===== config.mk =====
export PLATFORM = sky130hd
export DESIGN_NAME = alu_multicycle
export DESIGN_NICKNAME = d
export VERILOG_FILES = /design/src/rtl/alu_pkg.sv /design/src/rtl/alu_shift_step.sv /design/src/rtl/alu_multicycle.sv
export SDC_FILE = /design/constraint.sdc
export NUM_CORES = 1
export LEC_CHECK = 0
export CORE_AREA = 2 2 143 145
export CTS_BUF_LIST = sky130_fd_sc_hd__clkbuf_8 sky130_fd_sc_hd__clkbuf_16
export CTS_CLUSTER_SIZE = 16
export DETAILED_ROUTE_END_ITERATION = 12
export DIE_AREA = 0 0 145 147
export DONT_BUFFER_PORTS = 1
export PLACE_DENSITY_LB_ADDON = 0.1
export SLEW_MARGIN = 20
export SYNTH_ARGS = -nofsm -noshare
export SYNTH_HDL_FRONTEND = slang
export SYNTH_SLANG_ARGS = --single-unit

===== constraint.sdc =====
create_clock -name clk -period 3.43 [get_ports clk]
set_input_delay 0.1715 -clock clk [delete_from_list [all_inputs] [get_ports clk]]
set_output_delay 0.1715 -clock clk [all_outputs]
set_load 0.01 [all_outputs]

===== src/rtl/alu_pkg.sv =====
// Shared types and constants for the multi-cycle execute-stage ALU.
// Operation encodings match the ALU controller's 4-bit output.
package alu_pkg;

    localparam int ALU_DATA_WIDTH = 32;
    localparam int SHAMT_W        = $clog2(ALU_DATA_WIDTH);

    typedef enum logic [3:0] {
        OP_ADD  = 4'b0000,
        OP_SUB  = 4'b0001,
        OP_XOR  = 4'b0010,
        OP_OR   = 4'b0011,
        OP_AND  = 4'b0100,
        OP_SLT  = 4'b0101,
        OP_SRA  = 4'b0110,
        OP_SRL  = 4'b0111,
        OP_SLL  = 4'b1000,
        OP_ILL9 = 4'b1001,
        OP_BNE  = 4'b1010,
        OP_BLT  = 4'b1011,
        OP_BGE  = 4'b1100,
        OP_BEQ  = 4'b1101,
        OP_LUI  = 4'b1110,
        OP_ILLF = 4'b1111
    } alu_op_t;

    typedef enum logic [0:0] {
        ST_IDLE  = 1'b0,
        ST_SHIFT = 1'b1
    } alu_state_t;

endpackage


===== src/rtl/alu_shift_step.sv =====
// One iteration of the iterative shifter: shifts value by a small amount k.
// k never exceeds SHIFT_STEP, so this stays a narrow mux instead of a barrel.
module alu_shift_step
    import alu_pkg::*;
#(
    parameter int DATA_WIDTH = 32,
    parameter int KW         = 6
) (
    input  logic [DATA_WIDTH-1:0] value,
    input  logic [KW-1:0]         k,
    input  alu_op_t               op,
    output logic [DATA_WIDTH-1:0] shifted
);

    // Select the fill rule by shift flavour.
    always_comb begin
        shifted = value;
        case (op)
            OP_SRA:  shifted = $signed(value) >>> k;
            OP_SRL:  shifted = value >> k;
            OP_SLL:  shifted = value << k;
            default: shifted = value;
        endcase
    end

endmodule


===== src/rtl/alu_multicycle.sv =====
// Execute-stage ALU: single-cycle arithmetic/logic/branch ops, iterative shifts.
// Valid/ready input, registered one-cycle out_valid pulse, flush aborts a shift.
module alu_multicycle
    import alu_pkg::*;
#(
    parameter int DATA_WIDTH = ALU_DATA_WIDTH,
    parameter int SHIFT_STEP = 1
) (
    input  logic                  clk,
    input  logic                  reset,
    input  logic                  flush,
    input  logic                  in_valid,
    output logic                  in_ready,
    input  logic [3:0]            Operation,
    input  logic [DATA_WIDTH-1:0] SrcA,
    input  logic [DATA_WIDTH-1:0] SrcB,
    output logic                  out_valid,
    output logic [DATA_WIDTH-1:0] ALUResult,
    output logic                  BranchTaken,
    output logic                  Illegal
);

    localparam int SW = $clog2(DATA_WIDTH);
    // One extra bit so a step of 8 still fits when DATA_WIDTH is small.
    localparam int KW = SW + 1;
    localparam logic [KW-1:0] STEP_K = KW'(SHIFT_STEP);

    alu_state_t            state_q, state_d;
    alu_op_t               op_q, op_d;
    logic [DATA_WIDTH-1:0] val_q, val_d;
    logic [KW-1:0]         rem_q, rem_d;
    logic                  out_valid_q, out_valid_d;
    logic [DATA_WIDTH-1:0] result_q, result_d;
    logic                  branch_q, branch_d;
    logic                  illegal_q, illegal_d;

    alu_op_t               op_s;
    logic [DATA_WIDTH-1:0] res_s;
    logic                  br_s;
    logic                  ill_s;
    logic                  is_shift_s;
    logic                  lt_s;
    logic                  eq_s;
    logic                  accept_s;
    logic [KW-1:0]         shamt_s;
    logic [KW-1:0]         k_s;
    logic [DATA_WIDTH-1:0] shifted_s;

    assign op_s     = alu_op_t'(Operation);
    assign lt_s     = $signed(SrcA) < $signed(SrcB);
    assign eq_s     = (SrcA == SrcB);
    assign shamt_s  = {1'b0, SrcB[SW-1:0]};
    assign accept_s = in_valid && (state_q == ST_IDLE) && !flush;
    assign k_s      = (rem_q < STEP_K) ? rem_q : STEP_K;

    alu_shift_step #(
        .DATA_WIDTH (DATA_WIDTH),
        .KW         (KW)
    ) u_shift_step (
        .value   (val_q),
        .k       (k_s),
        .op      (op_q),
        .shifted (shifted_s)
    );

    // Single-cycle datapath; shifts only flag themselves here.
    always_comb begin
        res_s      = {DATA_WIDTH{1'b0}};
        br_s       = 1'b0;
        ill_s      = 1'b0;
        is_shift_s = 1'b0;
        case (op_s)
            OP_ADD:  res_s = SrcA + SrcB;
            OP_SUB:  res_s = SrcA - SrcB;
            OP_XOR:  res_s = SrcA ^ SrcB;
            OP_OR:   res_s = SrcA | SrcB;
            OP_AND:  res_s = SrcA & SrcB;
            OP_SLT:  res_s = {{(DATA_WIDTH-1){1'b0}}, lt_s};
            OP_SRA, OP_SRL, OP_SLL: begin
                is_shift_s = 1'b1;
                res_s      = SrcA;
            end
            OP_BNE: begin
                br_s  = ~eq_s;
                res_s = {{(DATA_WIDTH-1){1'b0}}, ~eq_s};
            end
            OP_BLT: begin
                br_s  = lt_s;
                res_s = {{(DATA_WIDTH-1){1'b0}}, lt_s};
            end
            OP_BGE: begin
                br_s  = ~lt_s;
                res_s = {{(DATA_WIDTH-1){1'b0}}, ~lt_s};
            end
            OP_BEQ: begin
                br_s  = eq_s;
                res_s = {{(DATA_WIDTH-1){1'b0}}, eq_s};
            end
            OP_LUI:  res_s = SrcB;
            default: ill_s = 1'b1;
        endcase
    end

    // Next-state and output register computation for the IDLE/SHIFT FSM.
    always_comb begin
        state_d     = state_q;
        op_d        = op_q;
        val_d       = val_q;
        rem_d       = rem_q;
        out_valid_d = 1'b0;
        result_d    = result_q;
        branch_d    = branch_q;
        illegal_d   = 1'b0;
        case (state_q)
            ST_IDLE: begin
                if (accept_s && is_shift_s && (shamt_s != {KW{1'b0}})) begin
                    state_d = ST_SHIFT;
                    op_d    = op_s;
                    val_d   = SrcA;
                    rem_d   = shamt_s;
                end else if (accept_s) begin
                    out_valid_d = 1'b1;
                    result_d    = res_s;
                    branch_d    = br_s;
                    illegal_d   = ill_s;
                end else begin
                    state_d = ST_IDLE;
                end
            end
            ST_SHIFT: begin
                if (flush) begin
                    state_d = ST_IDLE;
                    rem_d   = {KW{1'b0}};
                end else if (rem_q == k_s) begin
                    state_d     = ST_IDLE;
                    val_d       = shifted_s;
                    rem_d       = {KW{1'b0}};
                    out_valid_d = 1'b1;
                    result_d    = shifted_s;
                    branch_d    = 1'b0;
                end else begin
                    val_d = shifted_s;
                    rem_d = rem_q - k_s;
                end
            end
            default: begin
                state_d = ST_IDLE;
            end
        endcase
    end

    // State and output registers with synchronous reset.
    always_ff @(posedge clk) begin
        if (reset) begin
            state_q     <= ST_IDLE;
            op_q        <= OP_ADD;
            val_q       <= {DATA_WIDTH{1'b0}};
            rem_q       <= {KW{1'b0}};
            out_valid_q <= 1'b0;
            result_q    <= {DATA_WIDTH{1'b0}};
            branch_q    <= 1'b0;
            illegal_q   <= 1'b0;
        end else begin
            state_q     <= state_d;
            op_q        <= op_d;
            val_q       <= val_d;
            rem_q       <= rem_d;
            out_valid_q <= out_valid_d;
            result_q    <= result_d;
            branch_q    <= branch_d;
            illegal_q   <= illegal_d;
        end
    end

    assign in_ready    = (state_q == ST_IDLE);
    assign out_valid   = out_valid_q;
    assign ALUResult   = result_q;
    assign BranchTaken = branch_q;
    assign Illegal     = illegal_q;

endmodule

==> metrics, run 1 <==
normalized max-slew margin 36.2%; Gate power share roughly 38%; actual slew at the worst max-slew pin approximately 960 ps; number of flops mapped to enable cells by yosys 0; Seq pwr share about a third; Yosys reg bits approximately 80; Ys Warns 0; Worst path slowest cell or4_4; Avg WL per Cell 22.6 um; Fillers roughly 2000; Max Cap Violations 0; worst hold path type primary input to flip-flop; Synthesized Nets about 1600; Cell Area, Synth approximately 0.01 mm^2; highest-count cells in the layout ignoring fill and taps nor2_1 (167), a21oi_1 (162), nand2_1 (134), ha_1 (114), inv_1 (98); chip width ~150 um; Detail Placement HPWL about 28 mm; Final Max Tran Viols 0; # diodes 0; Critical Path, Cell by Cell inv_1, ha_1, fa_1, o21ba_1, or4_4, a211oi_4, o41ai_2, a21oi_1, a2111oi_2, o31ai_1, mux2i_1, o211ai_1; CP max stage delay 440 ps; initial core utilization around half; setup TNS 0 ps; total gr overflow 0; Switching Share 39.4%; overall die height about 150 um; Vias approximately 11000; fin crit period 2990 ps; clock skew around 8.0 ps; row count 52; CTS Buf Count 9; CTS root buf clkbuf_16; Final WS setup about 440 ps; worst hold slack around 2.6 ps; period utilization around 87%; GPL Wtd Cong approximately 0.96; GRT Overall Usage between 30 and 40%; final wirelength about 37 mm; element type at the critical path start primary input; Setup WS pre-CTS roughly 140 ps; Synth area leaders dfxtp_1 (16%), ha_1 (15%), a21oi_1 (8.3%); r2r setup slk around 850 ps; die area ~0.021 mm^2; largest net degree at the start of global routing 72; commonest non-fill, non-tap cell in the layout nor2_1; # clock sinks between 70 and 80; first-pass GRT wire length ~57 mm; share of cells above drive strength 1 between 6 and 7%; cell taking the most area after synthesis dfxtp_1; final setup fails 0; DRC violations left 0; VDD IR max between 0.2 and 0.25 mV; Pwr Density 297 mW/mm^2; final core utilization between 50% and 60%; count of different cell masters after synthesis 86; vias in the first global route 9835; Initial DRT Pass Iterations 7; Yosys top cell area share between 10% and 20%; CP Capture Type flip-flop; Synth async-reset ratio 0%; Avg Cell Area, Syn 6.89 um^2; total core area just under 0.02 mm^2; status completed; sequential area share after synthesis 15.9%; prevailing post-synth register cell dfxtp_1; power share of the clock group 30.3%; RSZ-0062 raised after global routing no; critical path type primary input to flip-flop; CTS clk-pin slew, worst paths approximately 60 ps; leak pwr approximately 4.2 nW; NumNets Final around 1600; Layout Area Growth over Synthesis 6.85%; required time of the worst setup path around 3700 ps; CP Max Fanout 3; Psw around 1.2 mW; vias per cell 6.51; Final Hold Vio Count 0; Fmax achieved roughly 0.33 GHz; Syn Inst Count between 1000 and 1500; Internal around 1.9 mW; CTS tree built; final antenna-violating net count 0; Detailed Route Iter0 Violations approximately 1200; IO Pins 108; initial antenna violation count 0; port buffer count 0; Post-CTS Setup Inserts 0; H-tree depth 3; clock buffer depth 2; Worst-Skew Late Latency about 350 ps; data arrival time of the critical path between 3000 and 4000 ps
==> final cells by class <==
cell class / count / area (um^2) / share of cell area, %
Tap cell: 270 / 338 / 3.23
Sequential cell: 78 / 1560 / 14.9
Inverter: 101 / 379 / 3.62
Timing Repair Buffer: 49 / 400 / 3.83
Clock buffer: 10 / 239 / 2.28
Multi-Input combinational cell: 1136 / 7500 / 71.7
Clock inverter: 6 / 45.0 / 0.430
==> cell families after synthesis <==
group	count (synthesis)	share of synthesized area (%)
buf+inv	208	8.25
xor+xnor	25	2.23
compound gates	528	36.3
flops	78	15.9
simple gates	460	21.6
mux	7	0.715
fa+ha+maj	116	15.0
==> registers in the layout, summed over array words and instances (netlist names) <==
signal,flops
ALUResult,32
val_q,32
rem_q,6
op_q,4
BranchTaken,1
Illegal,1
out_valid,1
state_q,1
==> critical path: cells and delay by family <==
| family | cells | cell delay [ps] |
|---|---|---|
| AO/OA/AOI/OAI | 7 | 1670 |
| adder cells (fa/ha/maj) | 2 | 630 |
| buffers and inverters | 1 | 50 |
| multiplexers | 1 | 250 |
| AND/OR/NAND/NOR | 1 | 440 |
==> timing repair <==
action | in CTS | in global routing
endpoints found under the hold margin | 73 | 1
hold buffers | 5 | 1
gates resized for setup | 0 | 0
==> power by group through the flow <==
stage          sequential, mW  clock, mW  combinational (mW)
6_report                0.996      0.944                1.17
5_1_grt                  1.00      0.989                1.26
4_1_cts                 0.996      0.940                1.13
3_5_place_dp             1.02          0                1.10
3_3_place_gp             1.02          0                1.10
2_1_floorplan           0.998          0               0.834
==> path summary, 6_finish.rpt <==
path / from / to / cells past startpoint
setup / recovery: SrcA[0] / ALUResult[30] / 12
hold / removal: Operation[3] / ALUResult[0] / 2
setup reg to reg: rem_q[1] / ALUResult[16] / 10
hold reg to reg: op_q[3] / op_q[3] / 2
==> through the flow <==
stage | area [um^2] | instances | total power [mW]
final | 10500 | 1650 | 3.11
after global routing | 10500 | 1650 | 3.25
after CTS | 10500 | 1649 | 3.07
after detailed placement | 10100 | 1628 | 2.12
after global placement | 10100 | 1628 | 2.12
after floorplan | 9800 | 1422 | 1.83
==> Yosys cell counts (10+ instances only) <==
cell type	n
nand2_1	134
nand4_1	11
o21bai_1	17
nor3_1	37
dfxtp_1	78
and3_1	14
o22ai_1	13
o211ai_1	24
o21ai_0	83
clkbuf_1	84
o31ai_1	11
a221oi_1	17
xnor2_1	22
a21o_1	18
a22oi_1	50
nor4_1	16
buf_1	10
a31oi_1	12
nand3_1	25
ha_1	114
a221o_1	11
a21oi_1	163
nor2_1	168
a211oi_1	22
inv_1	98
==> layer usage <==
| metal | wire length, um | GRT usage [%] | vias up | part of all wire, % |
|---|---|---|---|---|
| met5 | 0 | 0 | - | 0 |
| met4 | 706 | 8.66 | 0 | 1.9 |
| met3 | 4470 | 10.0 | 61 | 12 |
| met2 | 15900 | 51.0 | 547 | 42 |
| met1 | 16300 | 46.5 | 5048 | 44 |
| li1 | - | - | 5078 | - |
No activity file was read; power rests on OpenSTA's default activity.
==> inputs of run 2 (changes only) <==
--- a/config.mk
+++ b/config.mk
@@ -5,11 +5,12 @@
 export SDC_FILE = /design/constraint.sdc
 export NUM_CORES = 1
 export LEC_CHECK = 0
-export CORE_AREA = 2 2 143 145
+export ABC_AREA = 1
+export CORE_AREA = 2 2 148 150
 export CTS_BUF_LIST = sky130_fd_sc_hd__clkbuf_8 sky130_fd_sc_hd__clkbuf_16
 export CTS_CLUSTER_SIZE = 16
 export DETAILED_ROUTE_END_ITERATION = 12
-export DIE_AREA = 0 0 145 147
+export DIE_AREA = 0 0 150 152
 export DONT_BUFFER_PORTS = 1
 export PLACE_DENSITY_LB_ADDON = 0.1
 export SLEW_MARGIN = 20
==> metrics, run 2 <==
status completed; sequential area share after synthesis 15.0% (-0.91 points); first-pass GRT wire length 64.5 mm (+14%); Hold Path End val_q[20]; Placed Instances 1972 (+21%); Layout Area Growth over Synthesis 5.94%; final setup fails 0 (unchanged); vias per cell 6.11 (-6.0%); RSZ-0062 raised after global routing no; VDD IR max 0.208 mV (-2.1%); NumNets Final 1904 (+22%); clock buffer depth 2 (unchanged); area fraction in compound gates after synthesis 25.9% (-10 points); Final Hold Vio Count 0 (unchanged); count of different cell masters after synthesis 52 (-40%); Fmax achieved 0.411 GHz (+23%); initial antenna violation count 0 (unchanged); Worst Hold Launch SrcA[20]; setup TNS 0 ps (unchanged); GRT Overall Usage 36.3% (+2.8 points); Max Cap Violations 0 (unchanged); simple-gate area share of the yosys netlist 32.9% (+11 points); Avg WL per Cell 21.3 um (-5.7%); Critical Path, Cell by Cell inv_1, ha_1, inv_1, nand2_1, nor2_1, nand3_1, nand2_1, inv_1, o21bai_1, nand2_1, nand2_1, nand2_1, nand3_1, nand3_1, nand2_1, a21oi_1; Detail Placement HPWL 33.4 mm (+19%); Post-CTS Setup Inserts 0 (unchanged); CP max stage delay 360 ps (-80 ps); final wirelength 42.7 mm (+14%); final antenna-violating net count 0 (unchanged); Synth async-reset ratio 0% (unchanged); vias in the first global route 11200 (+14%); highest-count cells in the layout ignoring fill and taps nand2_1 (441), inv_1 (201), nand3_1 (174), nor2_1 (118), a21oi_1 (118); chip width 150 um (+3.4%); worst r2r src rem_q[3]; CTS tree built; Initial DRT Pass Iterations 5 (-2); IO Pins 108 (unchanged); total gr overflow 0 (unchanged); leak pwr 5.11 nW (+23%); period utilization 71.0% (-16 points); share of cells above drive strength 1 5.17% (-1.7 points); die area 0.0228 mm^2 (+7.0%); Avg Cell Area, Syn 5.94 um^2 (-14%); actual slew at the worst max-slew pin 916 ps (-39.7 ps); number of flops mapped to enable cells by yosys 0 (unchanged); Worst Reg-to-Reg Cells 12 (+2); DRC violations left 0 (unchanged); clock skew 8.45 ps (+0.431 ps); prevailing post-synth register cell dfxtp_1; Pwr Density 312 mW/mm^2 (+5.1%); normalized max-slew margin 38.5% (+2.3 points); r2r setup slk 1070 ps (+220 ps); Final Non-Filler Cells 2001 (+21%); largest family of logic cells by synthesized area simple AND/OR/NAND/NOR gates; Final WS setup 994 ps (+557 ps); post-synthesis adder-cell area fraction 14.1% (-0.86 points); CTS root buf clkbuf_16; Post-CTS Resized 0 (unchanged); CP Capture Type flip-flop; Top cell by count, worst path nand2_1; data arrival time of the critical path 2660 ps (-550 ps); Cell Area, Synth 0.0104 mm^2 (+6.1%); Final Max Tran Viols 0 (unchanged); overall die height 152 um (+3.4%); Worst-Skew Late Latency 340 ps (about the same); CTS clk-pin slew, worst paths 60 ps (about the same); # clock sinks 78 (unchanged); Worst R2R End ALUResult[0]; Final Cell Area 0.0110 mm^2 (+5.2%); CTS Buf Count 9 (unchanged); commonest cells in the netlist nand2_1 (442), inv_1 (202), nand3_1 (174), a21oi_1 (118), nor2_1 (118); port buffer count 0 (unchanged); hold path cells 2 (unchanged); initial core utilization 48.7% (-0.69 points); Syn Inst Count 1751 (+23%); Ys Warns 0 (unchanged); total core area 0.0214 mm^2 (+7.6%); Worst path slowest cell o21bai_1; Vias 12200 (+14%); worst hold path type primary input to flip-flop; largest net degree at the start of global routing 71 (-1.4%); Setup WS pre-CTS 797 ps (+658 ps); XOR/XNOR share of the synthesized area 0.337% (-1.9 points); GPL Wtd Cong 1.08 (+12%); critical path type primary input to flip-flop; post-synthesis mux area share 0% (-0.72 points); most numerous cell in the Yosys netlist nand2_1; Detailed Route Iter0 Violations 1372 (+13%); row count 54 (+3.8%); Synth area leaders nand2_1 (16%), dfxtp_1 (15%), ha_1 (14%); cell area after placement 0.0105 mm^2 (+4.2%); H-tree depth 3 (unchanged); element type at the critical path start primary input; # diodes 0 (unchanged); cell taking the most area after synthesis nand2_1; Yosys reg bits 78 (unchanged); fin crit period 2440 ps (-557 ps); Synthesized Nets 1939 (+20%); Yosys top cell area share 16.0% (+0.026 points); required time of the worst setup path 3650 ps (about the same); commonest non-fill, non-tap cell in the layout nand2_1; CP Max Fanout 6 (+3)
==> run 2: cell count changes after synthesis, moves of 19 or more <==
cell / delta
a22oi_1: -47
nor3_1: -20
nor2_1: -50
nand2_1: +308
clkbuf_1: -49
a31oi_1: +47
a21oi_1: -45
inv_1: +104
o22ai_1: +22
o21ai_0: +34
xnor2_1: -19
nand3_1: +149
==> run 2: worst max-delay path: cells and delay by family <==
kind                       cells  cell delay, ps
AOI/OAI and AO/OA              2             440
buffers and inverters          3             410
adders and majority gates      1             340
and+or+nand+nor               10            1300
==> run 2: how the worst max path moves through the flow <==
| stage | slack (ps) | start | end |
|---|---|---|---|
| after floorplan | 1510 | SrcA[0] | ALUResult[28] |
| after global placement | 780 | SrcB[4] | ALUResult[20] |
| after detailed placement | 800 | SrcB[4] | ALUResult[20] |
| after CTS | 1120 | rem_q[3] | ALUResult[0] |
| after global routing | 920 | rem_q[3] | ALUResult[0] |
| final | 990 | SrcB[4] | ALUResult[20] |
==> run 2: logic make-up after synthesis <==
group                      Yosys count
buffers and inverters              300
and+or+nand+nor                    804
AOI/OAI and AO/OA                  449
adders and majority gates          116
xor gates and xnor gates             4
DFF                                 78
==> run 2: power breakdown <==
group / switching (mW) / internal (mW) / total (mW)
registers: 0.0492 / 0.955 / 1.00
clock network: 0.409 / 0.715 / 1.12
logic: 0.919 / 0.391 / 1.31
==> run 2: layout make-up <==
type	count	area, um^2
Fill cell	2319	10300
Timing Repair Buffer	32	298
Clock buffer	9	225
Multi-Input combinational cell	1373	7620
Clock inverter	7	121
Inverter	222	833
Sequential cell	78	1560
Tap cell	280	350
==> run 2: metrics by stage <==
| step | utilization [%] | hold WS, ps | total power, mW |
|---|---|---|---|
| floorplan | - | 322 | 1.92 |
| global placement | 49.3 | 238 | 2.26 |
| detailed placement | 49.3 | 239 | 2.26 |
| CTS | 51.6 | 0.614 | 3.40 |
| global route | 51.6 | 8.74 | 3.61 |
| finish | 51.6 | 5.27 | 3.44 |
==> run 2: timing repair <==
item | in CTS | in global routing
hold buffers | 13 | 0
setup endpoints to repair | 0 | 0
endpoints found under the hold margin | 19 | 0
==> run 2: routing by layer <==
metal	share of wire, %	vias up	track usage, %	wire length (um)
li1	-	5871	-	-
met1	45	5725	54.0	19200
met2	42	594	54.4	18100
met3	11	46	6.70	4760
met4	1.7	0	7.64	720
met5	0	-	0	0
